===== src/rtl/rv32i_lsu_pkg.sv =====
// RV32I load/store funct3 encodings, bridge FSM states and access legality check.
package rv32i_lsu_pkg;

  localparam logic [2:0] F3_LB  = 3'd0;
  localparam logic [2:0] F3_LH  = 3'd1;
  localparam logic [2:0] F3_LW  = 3'd2;
  localparam logic [2:0] F3_LBU = 3'd4;
  localparam logic [2:0] F3_LHU = 3'd5;
  localparam logic [2:0] F3_SB  = 3'd0;
  localparam logic [2:0] F3_SH  = 3'd1;
  localparam logic [2:0] F3_SW  = 3'd2;

  typedef enum logic [2:0] {
    ST_IDLE    = 3'd0,
    ST_WR      = 3'd1,
    ST_RD_ADDR = 3'd2,
    ST_RD_DATA = 3'd3,
    ST_RESP    = 3'd4
  } lsu_state_e;

  // funct3[1:0] gives the access size for every legal code: 0 byte, 1 half, 2 word.
  function automatic logic lsu_illegal(input logic we, input logic [2:0] funct3,
                                       input logic [1:0] addr_lo);
    logic bad;
    if (we) bad = (funct3 != F3_SB) && (funct3 != F3_SH) && (funct3 != F3_SW);
    else    bad = (funct3 == 3'd3) || (funct3 == 3'd6) || (funct3 == 3'd7);
    if ((funct3[1:0] == 2'd1) && addr_lo[0])        bad = 1'b1;
    if ((funct3[1:0] == 2'd2) && (addr_lo != 2'd0)) bad = 1'b1;
    return bad;
  endfunction

endpackage


===== src/rtl/lsu_axi_bridge_if.sv =====
// Core request/response and user write/read port signals of the LSU bridge.
interface lsu_axi_bridge_if #(
  parameter int ADDR_WIDTH = 32,
  parameter int DATA_WIDTH = 32,
  parameter int LEN_WIDTH  = 8,
  parameter int STRB_WIDTH = 4
);
  logic                  c_req;
  logic                  c_we;
  logic [2:0]            c_funct3;
  logic [ADDR_WIDTH-1:0] c_addr;
  logic [DATA_WIDTH-1:0] c_wdata;
  logic                  c_ready;
  logic                  c_done;
  logic                  c_err;
  logic [DATA_WIDTH-1:0] c_rdata;

  logic                  u_wr_req;
  logic [LEN_WIDTH-1:0]  u_wr_len;
  logic [ADDR_WIDTH-1:0] u_wr_addr;
  logic [DATA_WIDTH-1:0] u_wr_data;
  logic [STRB_WIDTH-1:0] u_wr_strb;
  logic                  u_wr_gnt;
  logic                  u_wr_ren;
  logic                  u_wr_rok;

  logic                  u_rd_req;
  logic [LEN_WIDTH-1:0]  u_rd_len;
  logic [ADDR_WIDTH-1:0] u_rd_addr;
  logic                  u_rd_gnt;
  logic                  u_rd_wen;
  logic [DATA_WIDTH-1:0] u_rd_data;
  logic                  u_rd_wok;

  // Bridge view: slave to the core, master on the user ports.
  modport slave (
    input  c_req, c_we, c_funct3, c_addr, c_wdata,
    output c_ready, c_done, c_err, c_rdata,
    output u_wr_req, u_wr_len, u_wr_addr, u_wr_data, u_wr_strb, u_wr_rok,
    input  u_wr_gnt, u_wr_ren,
    output u_rd_req, u_rd_len, u_rd_addr, u_rd_wok,
    input  u_rd_gnt, u_rd_wen, u_rd_data
  );

  // Environment view: the core plus the wrapper behind the user ports.
  modport master (
    output c_req, c_we, c_funct3, c_addr, c_wdata,
    input  c_ready, c_done, c_err, c_rdata,
    input  u_wr_req, u_wr_len, u_wr_addr, u_wr_data, u_wr_strb, u_wr_rok,
    output u_wr_gnt, u_wr_ren,
    input  u_rd_req, u_rd_len, u_rd_addr, u_rd_wok,
    output u_rd_gnt, u_rd_wen, u_rd_data
  );
endinterface


===== src/rtl/lsu_load_align.sv =====
// Combinational load extraction: picks the byte/half at addr[1:0] of a read
// word and sign- or zero-extends it according to funct3.
module lsu_load_align
  import rv32i_lsu_pkg::*;
(
  input  logic [31:0] word_i,
  input  logic [1:0]  addr_i,
  input  logic [2:0]  funct3_i,
  output logic [31:0] result_o
);
  logic [31:0] shifted;

  always_comb begin
    shifted = word_i >> {addr_i, 3'b000};
    case (funct3_i)
      F3_LB:   result_o = {{24{shifted[7]}}, shifted[7:0]};
      F3_LH:   result_o = {{16{shifted[15]}}, shifted[15:0]};
      F3_LBU:  result_o = {24'd0, shifted[7:0]};
      F3_LHU:  result_o = {16'd0, shifted[15:0]};
      default: result_o = word_i;
    endcase
  end
endmodule


===== src/rtl/lsu_axi_bridge.sv =====
// Single-access bridge from an RV32I load/store unit to single-beat user
// write/read ports; one access in flight, misaligned/illegal accesses rejected.
module lsu_axi_bridge
  import rv32i_lsu_pkg::*;
#(
  parameter int ADDR_WIDTH = 32,
  parameter int DATA_WIDTH = 32,
  parameter int LEN_WIDTH  = 8,
  parameter int STRB_WIDTH = 4
) (
  input  logic             aclk,
  input  logic             aresetn,
  lsu_axi_bridge_if.slave  bus
);
  lsu_state_e            state_q, state_d;
  logic                  we_q, we_d;
  logic [2:0]            funct3_q, funct3_d;
  logic [ADDR_WIDTH-1:0] addr_q, addr_d;
  logic [DATA_WIDTH-1:0] wdata_q, wdata_d;
  logic                  aw_done_q, aw_done_d;
  logic                  w_done_q, w_done_d;
  logic                  err_q, err_d;
  logic [31:0]           rdata_q, rdata_d;

  logic        accept;
  logic        aw_now, w_now;
  logic [3:0]  wr_strb;
  logic [31:0] wr_data;
  logic [31:0] load_res;

  lsu_load_align u_align (
    .word_i   (bus.u_rd_data),
    .addr_i   (addr_q[1:0]),
    .funct3_i (funct3_q),
    .result_o (load_res)
  );

  always_ff @(posedge aclk or negedge aresetn) begin
    if (!aresetn) begin
      state_q   <= ST_IDLE;
      we_q      <= 1'b0;
      funct3_q  <= 3'd0;
      addr_q    <= '0;
      wdata_q   <= '0;
      aw_done_q <= 1'b0;
      w_done_q  <= 1'b0;
      err_q     <= 1'b0;
      rdata_q   <= 32'd0;
    end else begin
      state_q   <= state_d;
      we_q      <= we_d;
      funct3_q  <= funct3_d;
      addr_q    <= addr_d;
      wdata_q   <= wdata_d;
      aw_done_q <= aw_done_d;
      w_done_q  <= w_done_d;
      err_q     <= err_d;
      rdata_q   <= rdata_d;
    end
  end

  assign accept = bus.c_req && (state_q == ST_IDLE);
  assign aw_now = aw_done_q || bus.u_wr_gnt;
  assign w_now  = w_done_q || bus.u_wr_ren;

  always_comb begin
    state_d   = state_q;
    we_d      = we_q;
    funct3_d  = funct3_q;
    addr_d    = addr_q;
    wdata_d   = wdata_q;
    aw_done_d = aw_done_q;
    w_done_d  = w_done_q;
    err_d     = 1'b0;
    rdata_d   = rdata_q;

    case (state_q)
      ST_IDLE: begin
        if (accept) begin
          we_d      = bus.c_we;
          funct3_d  = bus.c_funct3;
          addr_d    = bus.c_addr;
          wdata_d   = bus.c_wdata;
          aw_done_d = 1'b0;
          w_done_d  = 1'b0;
          if (lsu_illegal(bus.c_we, bus.c_funct3, bus.c_addr[1:0])) err_d = 1'b1;
          else state_d = bus.c_we ? ST_WR : ST_RD_ADDR;
        end
      end
      ST_WR: begin
        // Grant and data acceptance are independent; finish when both have been seen.
        if (aw_now && w_now) begin
          aw_done_d = 1'b0;
          w_done_d  = 1'b0;
          rdata_d   = 32'd0;
          state_d   = ST_RESP;
        end else begin
          aw_done_d = aw_now;
          w_done_d  = w_now;
        end
      end
      ST_RD_ADDR: begin
        if (bus.u_rd_wen) begin
          rdata_d = load_res;
          state_d = ST_RESP;
        end else if (bus.u_rd_gnt) begin
          state_d = ST_RD_DATA;
        end
      end
      ST_RD_DATA: begin
        if (bus.u_rd_wen) begin
          rdata_d = load_res;
          state_d = ST_RESP;
        end
      end
      ST_RESP: state_d = ST_IDLE;
      default: state_d = ST_IDLE;
    endcase
  end

  always_comb begin
    wr_strb = 4'b1111;
    wr_data = wdata_q;
    case (funct3_q[1:0])
      2'd0: begin
        wr_strb = 4'b0001 << addr_q[1:0];
        wr_data = {4{wdata_q[7:0]}};
      end
      2'd1: begin
        wr_strb = 4'b0011 << addr_q[1:0];
        wr_data = {2{wdata_q[15:0]}};
      end
      default: ;
    endcase
  end

  assign bus.c_ready   = (state_q == ST_IDLE);
  assign bus.c_done    = (state_q == ST_RESP);
  assign bus.c_err     = err_q;
  assign bus.c_rdata   = rdata_q;

  assign bus.u_wr_req  = (state_q == ST_WR) && !aw_done_q;
  assign bus.u_wr_rok  = (state_q == ST_WR) && !w_done_q;
  assign bus.u_wr_len  = LEN_WIDTH'(1);
  assign bus.u_wr_addr = {addr_q[ADDR_WIDTH-1:2], 2'b00};
  assign bus.u_wr_data = wr_data;
  assign bus.u_wr_strb = (state_q == ST_WR) ? STRB_WIDTH'(wr_strb) : '0;

  assign bus.u_rd_req  = (state_q == ST_RD_ADDR);
  assign bus.u_rd_wok  = (state_q == ST_RD_ADDR) || (state_q == ST_RD_DATA);
  assign bus.u_rd_len  = LEN_WIDTH'(1);
  assign bus.u_rd_addr = {addr_q[ADDR_WIDTH-1:2], 2'b00};
endmodule


===== src/flat_wrapper.sv =====
// flat-port wrapper written by rule: the top's interface ports become plain ports
module lsu_axi_bridge_flat import rv32i_lsu_pkg::*;
#(
  parameter int ADDR_WIDTH = 32,
  parameter int DATA_WIDTH = 32,
  parameter int LEN_WIDTH  = 8,
  parameter int STRB_WIDTH = 4
)
  (aclk, aresetn, bus_c_req, bus_c_we, bus_c_funct3, bus_c_addr, bus_c_wdata, bus_c_ready, bus_c_done, bus_c_err, bus_c_rdata, bus_u_wr_req, bus_u_wr_len, bus_u_wr_addr, bus_u_wr_data, bus_u_wr_strb, bus_u_wr_rok, bus_u_wr_gnt, bus_u_wr_ren, bus_u_rd_req, bus_u_rd_len, bus_u_rd_addr, bus_u_rd_wok, bus_u_rd_gnt, bus_u_rd_wen, bus_u_rd_data);
  lsu_axi_bridge_if #(.ADDR_WIDTH(ADDR_WIDTH), .DATA_WIDTH(DATA_WIDTH), .LEN_WIDTH(LEN_WIDTH), .STRB_WIDTH(STRB_WIDTH)) bus_i ();
  input  logic aclk;
  input  logic aresetn;
  input wire logic [$bits(bus_i.c_req)-1:0] bus_c_req;
  input wire logic [$bits(bus_i.c_we)-1:0] bus_c_we;
  input wire logic [$bits(bus_i.c_funct3)-1:0] bus_c_funct3;
  input wire logic [$bits(bus_i.c_addr)-1:0] bus_c_addr;
  input wire logic [$bits(bus_i.c_wdata)-1:0] bus_c_wdata;
  output wire logic [$bits(bus_i.c_ready)-1:0] bus_c_ready;
  output wire logic [$bits(bus_i.c_done)-1:0] bus_c_done;
  output wire logic [$bits(bus_i.c_err)-1:0] bus_c_err;
  output wire logic [$bits(bus_i.c_rdata)-1:0] bus_c_rdata;
  output wire logic [$bits(bus_i.u_wr_req)-1:0] bus_u_wr_req;
  output wire logic [$bits(bus_i.u_wr_len)-1:0] bus_u_wr_len;
  output wire logic [$bits(bus_i.u_wr_addr)-1:0] bus_u_wr_addr;
  output wire logic [$bits(bus_i.u_wr_data)-1:0] bus_u_wr_data;
  output wire logic [$bits(bus_i.u_wr_strb)-1:0] bus_u_wr_strb;
  output wire logic [$bits(bus_i.u_wr_rok)-1:0] bus_u_wr_rok;
  input wire logic [$bits(bus_i.u_wr_gnt)-1:0] bus_u_wr_gnt;
  input wire logic [$bits(bus_i.u_wr_ren)-1:0] bus_u_wr_ren;
  output wire logic [$bits(bus_i.u_rd_req)-1:0] bus_u_rd_req;
  output wire logic [$bits(bus_i.u_rd_len)-1:0] bus_u_rd_len;
  output wire logic [$bits(bus_i.u_rd_addr)-1:0] bus_u_rd_addr;
  output wire logic [$bits(bus_i.u_rd_wok)-1:0] bus_u_rd_wok;
  input wire logic [$bits(bus_i.u_rd_gnt)-1:0] bus_u_rd_gnt;
  input wire logic [$bits(bus_i.u_rd_wen)-1:0] bus_u_rd_wen;
  input wire logic [$bits(bus_i.u_rd_data)-1:0] bus_u_rd_data;
  assign bus_i.c_req = bus_c_req;
  assign bus_i.c_we = bus_c_we;
  assign bus_i.c_funct3 = bus_c_funct3;
  assign bus_i.c_addr = bus_c_addr;
  assign bus_i.c_wdata = bus_c_wdata;
  assign bus_c_ready = bus_i.c_ready;
  assign bus_c_done = bus_i.c_done;
  assign bus_c_err = bus_i.c_err;
  assign bus_c_rdata = bus_i.c_rdata;
  assign bus_u_wr_req = bus_i.u_wr_req;
  assign bus_u_wr_len = bus_i.u_wr_len;
  assign bus_u_wr_addr = bus_i.u_wr_addr;
  assign bus_u_wr_data = bus_i.u_wr_data;
  assign bus_u_wr_strb = bus_i.u_wr_strb;
  assign bus_u_wr_rok = bus_i.u_wr_rok;
  assign bus_i.u_wr_gnt = bus_u_wr_gnt;
  assign bus_i.u_wr_ren = bus_u_wr_ren;
  assign bus_u_rd_req = bus_i.u_rd_req;
  assign bus_u_rd_len = bus_i.u_rd_len;
  assign bus_u_rd_addr = bus_i.u_rd_addr;
  assign bus_u_rd_wok = bus_i.u_rd_wok;
  assign bus_i.u_rd_gnt = bus_u_rd_gnt;
  assign bus_i.u_rd_wen = bus_u_rd_wen;
  assign bus_i.u_rd_data = bus_u_rd_data;
  lsu_axi_bridge #(.ADDR_WIDTH(ADDR_WIDTH), .DATA_WIDTH(DATA_WIDTH), .LEN_WIDTH(LEN_WIDTH), .STRB_WIDTH(STRB_WIDTH)) u_core (.aclk(aclk), .aresetn(aresetn), .bus(bus_i));
endmodule

===== config.mk =====
export PLATFORM = sky130hd
export DESIGN_NAME = lsu_axi_bridge_flat
export DESIGN_NICKNAME = d
export VERILOG_FILES = /design/src/rtl/rv32i_lsu_pkg.sv /design/src/rtl/lsu_axi_bridge_if.sv /design/src/rtl/lsu_load_align.sv /design/src/rtl/lsu_axi_bridge.sv /design/src/flat_wrapper.sv
export SDC_FILE = /design/constraint.sdc
export NUM_CORES = 1
export LEC_CHECK = 0
export CORE_MARGIN = 10
export CORE_UTILIZATION = 45
export CTS_CLUSTER_SIZE = 24
export DETAILED_ROUTE_END_ITERATION = 7
export DONT_BUFFER_PORTS = 1
export SYNTH_ARGS = -nofsm -noshare
export SYNTH_HDL_FRONTEND = slang
export SYNTH_SLANG_ARGS = --single-unit

===== constraint.sdc =====
create_clock -name aclk -period 1.8 [get_ports aclk]
set_input_delay 0.36 -clock aclk [delete_from_list [all_inputs] [get_ports aclk]]
set_output_delay 0.36 -clock aclk [all_outputs]
set_load 0.02 [all_outputs]

== Word-level counts from Yosys, hierarchy flattened ==
Cells that the tools add are included.
W data, S select, Z words.
Cells by class
  muxes and demuxes: 28
  shift operators: 3
  eq/ne operators: 21
  reduce and logical (&&, ||, !) cells: 27
Operators with widths (count)
  $pmux W32 S2: 2
  $pmux W32 S4: 1
  $mux W32: 2
  $shr A32 B5 Y16: 1
  $mux W3: 6
  $eq A3 B3 Y1 const B: 5
  $pmux W3 S4: 1
  $mux W1: 11
  $eq A3 B2 Y1 const B: 3
  $logic_and A1 B1 Y1: 8
  $pmux W4 S2: 1
  $eq A3 B1 Y1 const B: 2
  $logic_not A3 Y1: 2
  $ne A2 B1 Y1 const B: 3
  $ne A3 B1 Y1 const B: 2
  $reduce_bool A2 Y1: 3
  $logic_or A1 B1 Y1: 5
  $reduce_and A5 Y1: 1
  $eq A2 B1 Y1 const B: 2
  $mux W4: 1
  $ne A2 B2 Y1 const B: 2
  $pmux W1 S2: 2
  $reduce_and A2 Y1: 2
  $shl A1 B2 Y4 const A: 1
  9 further kinds: 10
Word-level totals
  output and inout port bits: 155
  logic and storage cells: 87
  input port bits: 107
  flip-flop bits (word level): 105

== Logic depth before layout (Yosys ltp) ==
  depth in word-level cells: 11
  mapped depth: 9
  gate-level depth less buffers: 5

== Modules after synthesis ==
A second synthesis with hierarchy kept.
Second synthesis, totals
  cells, all modules: 722
  area, all modules: 6034.5 um2
Modules (own cells, without submodules)
  lsu_axi_bridge: area each 5342.6 um2, seq. area each 2627.5 um2, times used 1, cells an instance 616
  lsu_load_align: area each 691.9 um2, seq. area each 0.0 um2, times used 1, cells an instance 106

== Worst setup path after synthesis ==
No wires, ideal clock.
  path type: reg2out
  start: register u_core.funct3_q[0]
  end: output bus_u_wr_data[10]
  buffers on the path: 1
  stages on the path, launching flop included: 4
  data required time: 1.440 ns
  setup slack: -0.031 ns
  arrival: 1.471 ns
  cell sequence: dfrtp_1 > buf_2 > nor2_1 > mux2_2
On the way
  word-level cells in the longest chain between the ends: 2
  elaborated cells between the ends (all ways): 3
  those cells by class: 1 x eq/ne; 1 x mux; 1 x reduce/logical
RTL lines
  from (decl): RTL line lsu_axi_bridge.sv:17  | logic [2:0] funct3_q, funct3_d;
  from (signal assigned): RTL line lsu_axi_bridge.sv:52  | funct3_q <= funct3_d;
  $eq A2 B1 Y1 or $logic_not A2 Y1 (tied branches): RTL line lsu_axi_bridge.sv:124  | case (funct3_q[1:0])
  $pmux W32 S2 *: RTL line lsu_axi_bridge.sv:124
  to (decl): RTL line flat_wrapper.sv:25  | output wire logic [$bits(bus_i.u_wr_data)-1:0] bus_u_wr_data;
Mark *: on every way between the ends. The rest lies on a longest branch, timed or not.

== Final worst setup path ==
  start: register u_core.funct3_q[0]
  end: output bus_u_wr_data[13]
The elaborated chain is that of the path after synthesis.

==> summary.md <==
| Metric | Value |
|---|---|
| TritonRoute pass-1 iters | `4` |
| Initial antenna violation count | `1` |
| CP max FO | `5` |
| H-tree depth | `3` |
| Max Freq | `538 MHz` |
| Via count | `4168` |
| Vias per cell | `5.30` |
| Initial core utilization | `46.6%` |
| Hold WS | `-300 ps` |
| CTS tree | `yes` |
| Max-Cap Viols | `0` |
| Detailed Place HPWL | `11.6 mm` |
| Avg Cell Area, Syn | `8.82 sq um` |
| Number of global-route vias before repair | `4214` |
| Die Height | `132 um` |
| Synthesized area | `5670 sq um` |
| Die area | `17500 sq um` |
| Clock-pin slew on the worst setup and hold paths | `70 ps` |
| Clk_skew | `5.75 ps` |
| Setup WS post-layout | `-58.6 ps` |
| Required time of the worst setup path | `1440 ps` |
| Status | `finished with violations` |
| Clk sinks | `105` |
| Netlist cell types | `39` |
| IO Port Bufs | `0` |
| Async SR Flop Fraction | `100%` |
| Reg2reg start | `u_core.addr_q[1]` |
| Area occupied by multi-input gates | `2460 sq um` |
| Worst VDD drop | `1.22 mV` |
| Setup crit start kind | `register` |
| Power Total | `14.3 mW` |
| Largest buffer count on any clock path | `2` |
| Failing checks | `hold timing, setup timing` |
| Area Overhead vs Synth | `11.8%` |
| Period utilization | `103%` |
| Static leakage | `3.07 nW` |
| Total Neg Setup Slack | `-899 ps` |
| Tightest Pin Transition | `674 ps` |
| Register area | `2630 sq um` |
| Hold WC Path Type | `in -> async` |
| Min Tclk post-route | `1860 ps` |
| GRT Resource Usage Total | `17.2%` |
| First-pass GRT wire length | `24.3 mm` |
| NumNets Final | `721` |
| Met1 wire length | `6.76 mm` |
| Core area | `12200 sq um` |
| Synthesis warning total | `0` |
| N_diodes | `0` |
| Clk Latency, worst-skew pair | `350 ps` |
| Root Driver | `clkbuf_16` |
| Flop2flop setup slack | `-40 ps` |
| Final Util | `52.1%` |
| Max transition margin | `55.0%` |
| Share of cells above drive strength 1 | `21.7%` |
| ANT nets after route | `0` |
| Iter 0 DRT Violations | `302` |
| Rows | `40` |
| Largest net degree at the start of global routing | `106` |
| Critical Path Source | `u_core.funct3_q[0]` |
| Number of flops mapped to enable cells by yosys | `0` |
| DRT Wirelength | `17.2 mm` |
| PwrDens | `2260 nW/um^2` |
| Total grt overflow | `0` |
| Die W | `132 um` |
| Crit path DAT | `1500 ps` |
| Layout fillers | `1112` |
| Setup crit end kind | `primary output` |
| WL/cell | `21.9 um` |
| DR top layer | `met4` |
| Most frequent cells in the layout | `nand2_1, dfrtp_1, o21ai_0` |
| DRC | `0` |
| Most common flop cell mapped by yosys | `dfrtp_1` |
| Routed length on met3 | `1.64 mm` |
| Placer congestion estimate | `0.919` |
| Final hold violations | `105` |
| Syn Inst Count | `643` |
| Cells on worst reg2reg path | `6` |
| Pins Over Slew Limit | `0` |
| Flops & latches, synth | `105` |
| Sequential element share of the synthesized area | `46.3%` |
| RSZ-0062 raised after global routing | `yes` |
| # IOs | `262` |
| Critical path class | `reg -> out` |
| CTS buffer count | `9` |
| Reg-to-reg endpoint | `u_core.bus.c_rdata[21]` |
| DR WL met2 | `8.45 mm` |
| Commonest non-fill, non-tap cell in the layout | `nand2_1` |
| Worst setup path endpoint | `bus_u_wr_data[13]` |
| Final setup vio count | `32` |
[power breakdown]
group	total (mW)	internal (mW)	switching, mW
registers	5.80	3.42	2.38
clock network	1.82	0.938	0.878
logic	6.70	3.00	3.70
total	14.3	7.35	6.96
[per-stage QoR]
| step | std cells | instance area, sq um | hold WS (ps) | worst slack [ps] |
|---|---|---|---|---|
| after floorplan | 661 | 5750 | 64.4 | -31.3 |
| after global placement | 746 | 5480 | 67.6 | -119 |
| after detailed placement | 746 | 5480 | 66.9 | -175 |
| after CTS | 773 | 5990 | -311 | -64.9 |
| after global routing | 786 | 6340 | -319 | -96.0 |
| final | 786 | 6340 | -300 | -58.6 |
[layer usage]
layer | vias up | GRT usage [%]
met4 | 0 | 6.17
met1 | 1984 | 19.9
met3 | 30 | 7.05
li1 | 1953 | -
met2 | 201 | 28.2
met5 | - | 0
[critical path, cell delays in order, from the launching register on]
cell and delay (ps):
dfrtp_1 390, buf_6 140, nor2_4 120, buf_6 160, mux2_4 350
[flip-flops by register name, summed over array words and instances, names as in the netlist]
name / count
u_core.addr_q: 32
u_core.bus.c_rdata: 32
u_core.wdata_q: 32
u_core.funct3_q: 3
u_core.state_q: 3
u_core.aw_done_q: 1
u_core.bus.c_err: 1
u_core.w_done_q: 1
[synthesized netlist by cell type, drive strengths merged, types with 8 or more instances]
cell | n | area, sq um
clkbuf | 17 | 63.8
buf | 107 | 776
a21oi | 13 | 65.1
nor2 | 18 | 67.6
dfrtp | 105 | 2630
mux2 | 18 | 206
mux2i | 17 | 170
nand2b | 8 | 50.1
nand2 | 234 | 878
o21ai | 42 | 210
a221o | 17 | 170
[how the worst min path moves through the flow]
stage | end | cells past startpoint | startpoint
5_1_grt | u_core.wdata_q[28] | 0 | aresetn
3_5_place_dp | u_core.wdata_q[21] | 0 | aresetn
2_1_floorplan | u_core.addr_q[0] | 0 | aresetn
4_1_cts | u_core.wdata_q[21] | 0 | aresetn
3_3_place_gp | u_core.wdata_q[20] | 0 | aresetn
6_report | u_core.wdata_q[28] | 0 | aresetn
[what timing repair did]
| action | CTS | global route |
|---|---|---|
| gates resized for setup | 51 | 35 |
| endpoints found under the setup margin | 47 | 102 |
| gates cloned | 0 | 9 |
| buffers inserted | 12 | 4 |
| pin swaps | 4 | 8 |
| endpoints found under the hold margin | 105 | 105 |
[cell families (layout without fill, tap and decap cells)]
| group | after synthesis | in the layout | share of synthesized area [%] |
|---|---|---|---|
| AO/OA/AOI/OAI | 97 | 97 | 12.3 |
| buffers and inverters | 128 | 85 | 15.1 |
| other | 2 | 20 | 0.132 |
| flip-flops | 105 | 105 | 46.3 |
| AND/OR/NAND/NOR | 276 | 276 | 19.5 |
| multiplexers | 35 | 35 | 6.64 |
[final cells by class]
type | count | area share, %
timing repair buffer | 66 | 12.0
clock inverter | 4 | 0.474
inverter | 4 | 0.276
sequential | 105 | 41.5
tap | 168 | 3.31
multi-input combinational | 428 | 38.8
clock buffer | 11 | 3.67
Power figures use the tool's default switching activity.
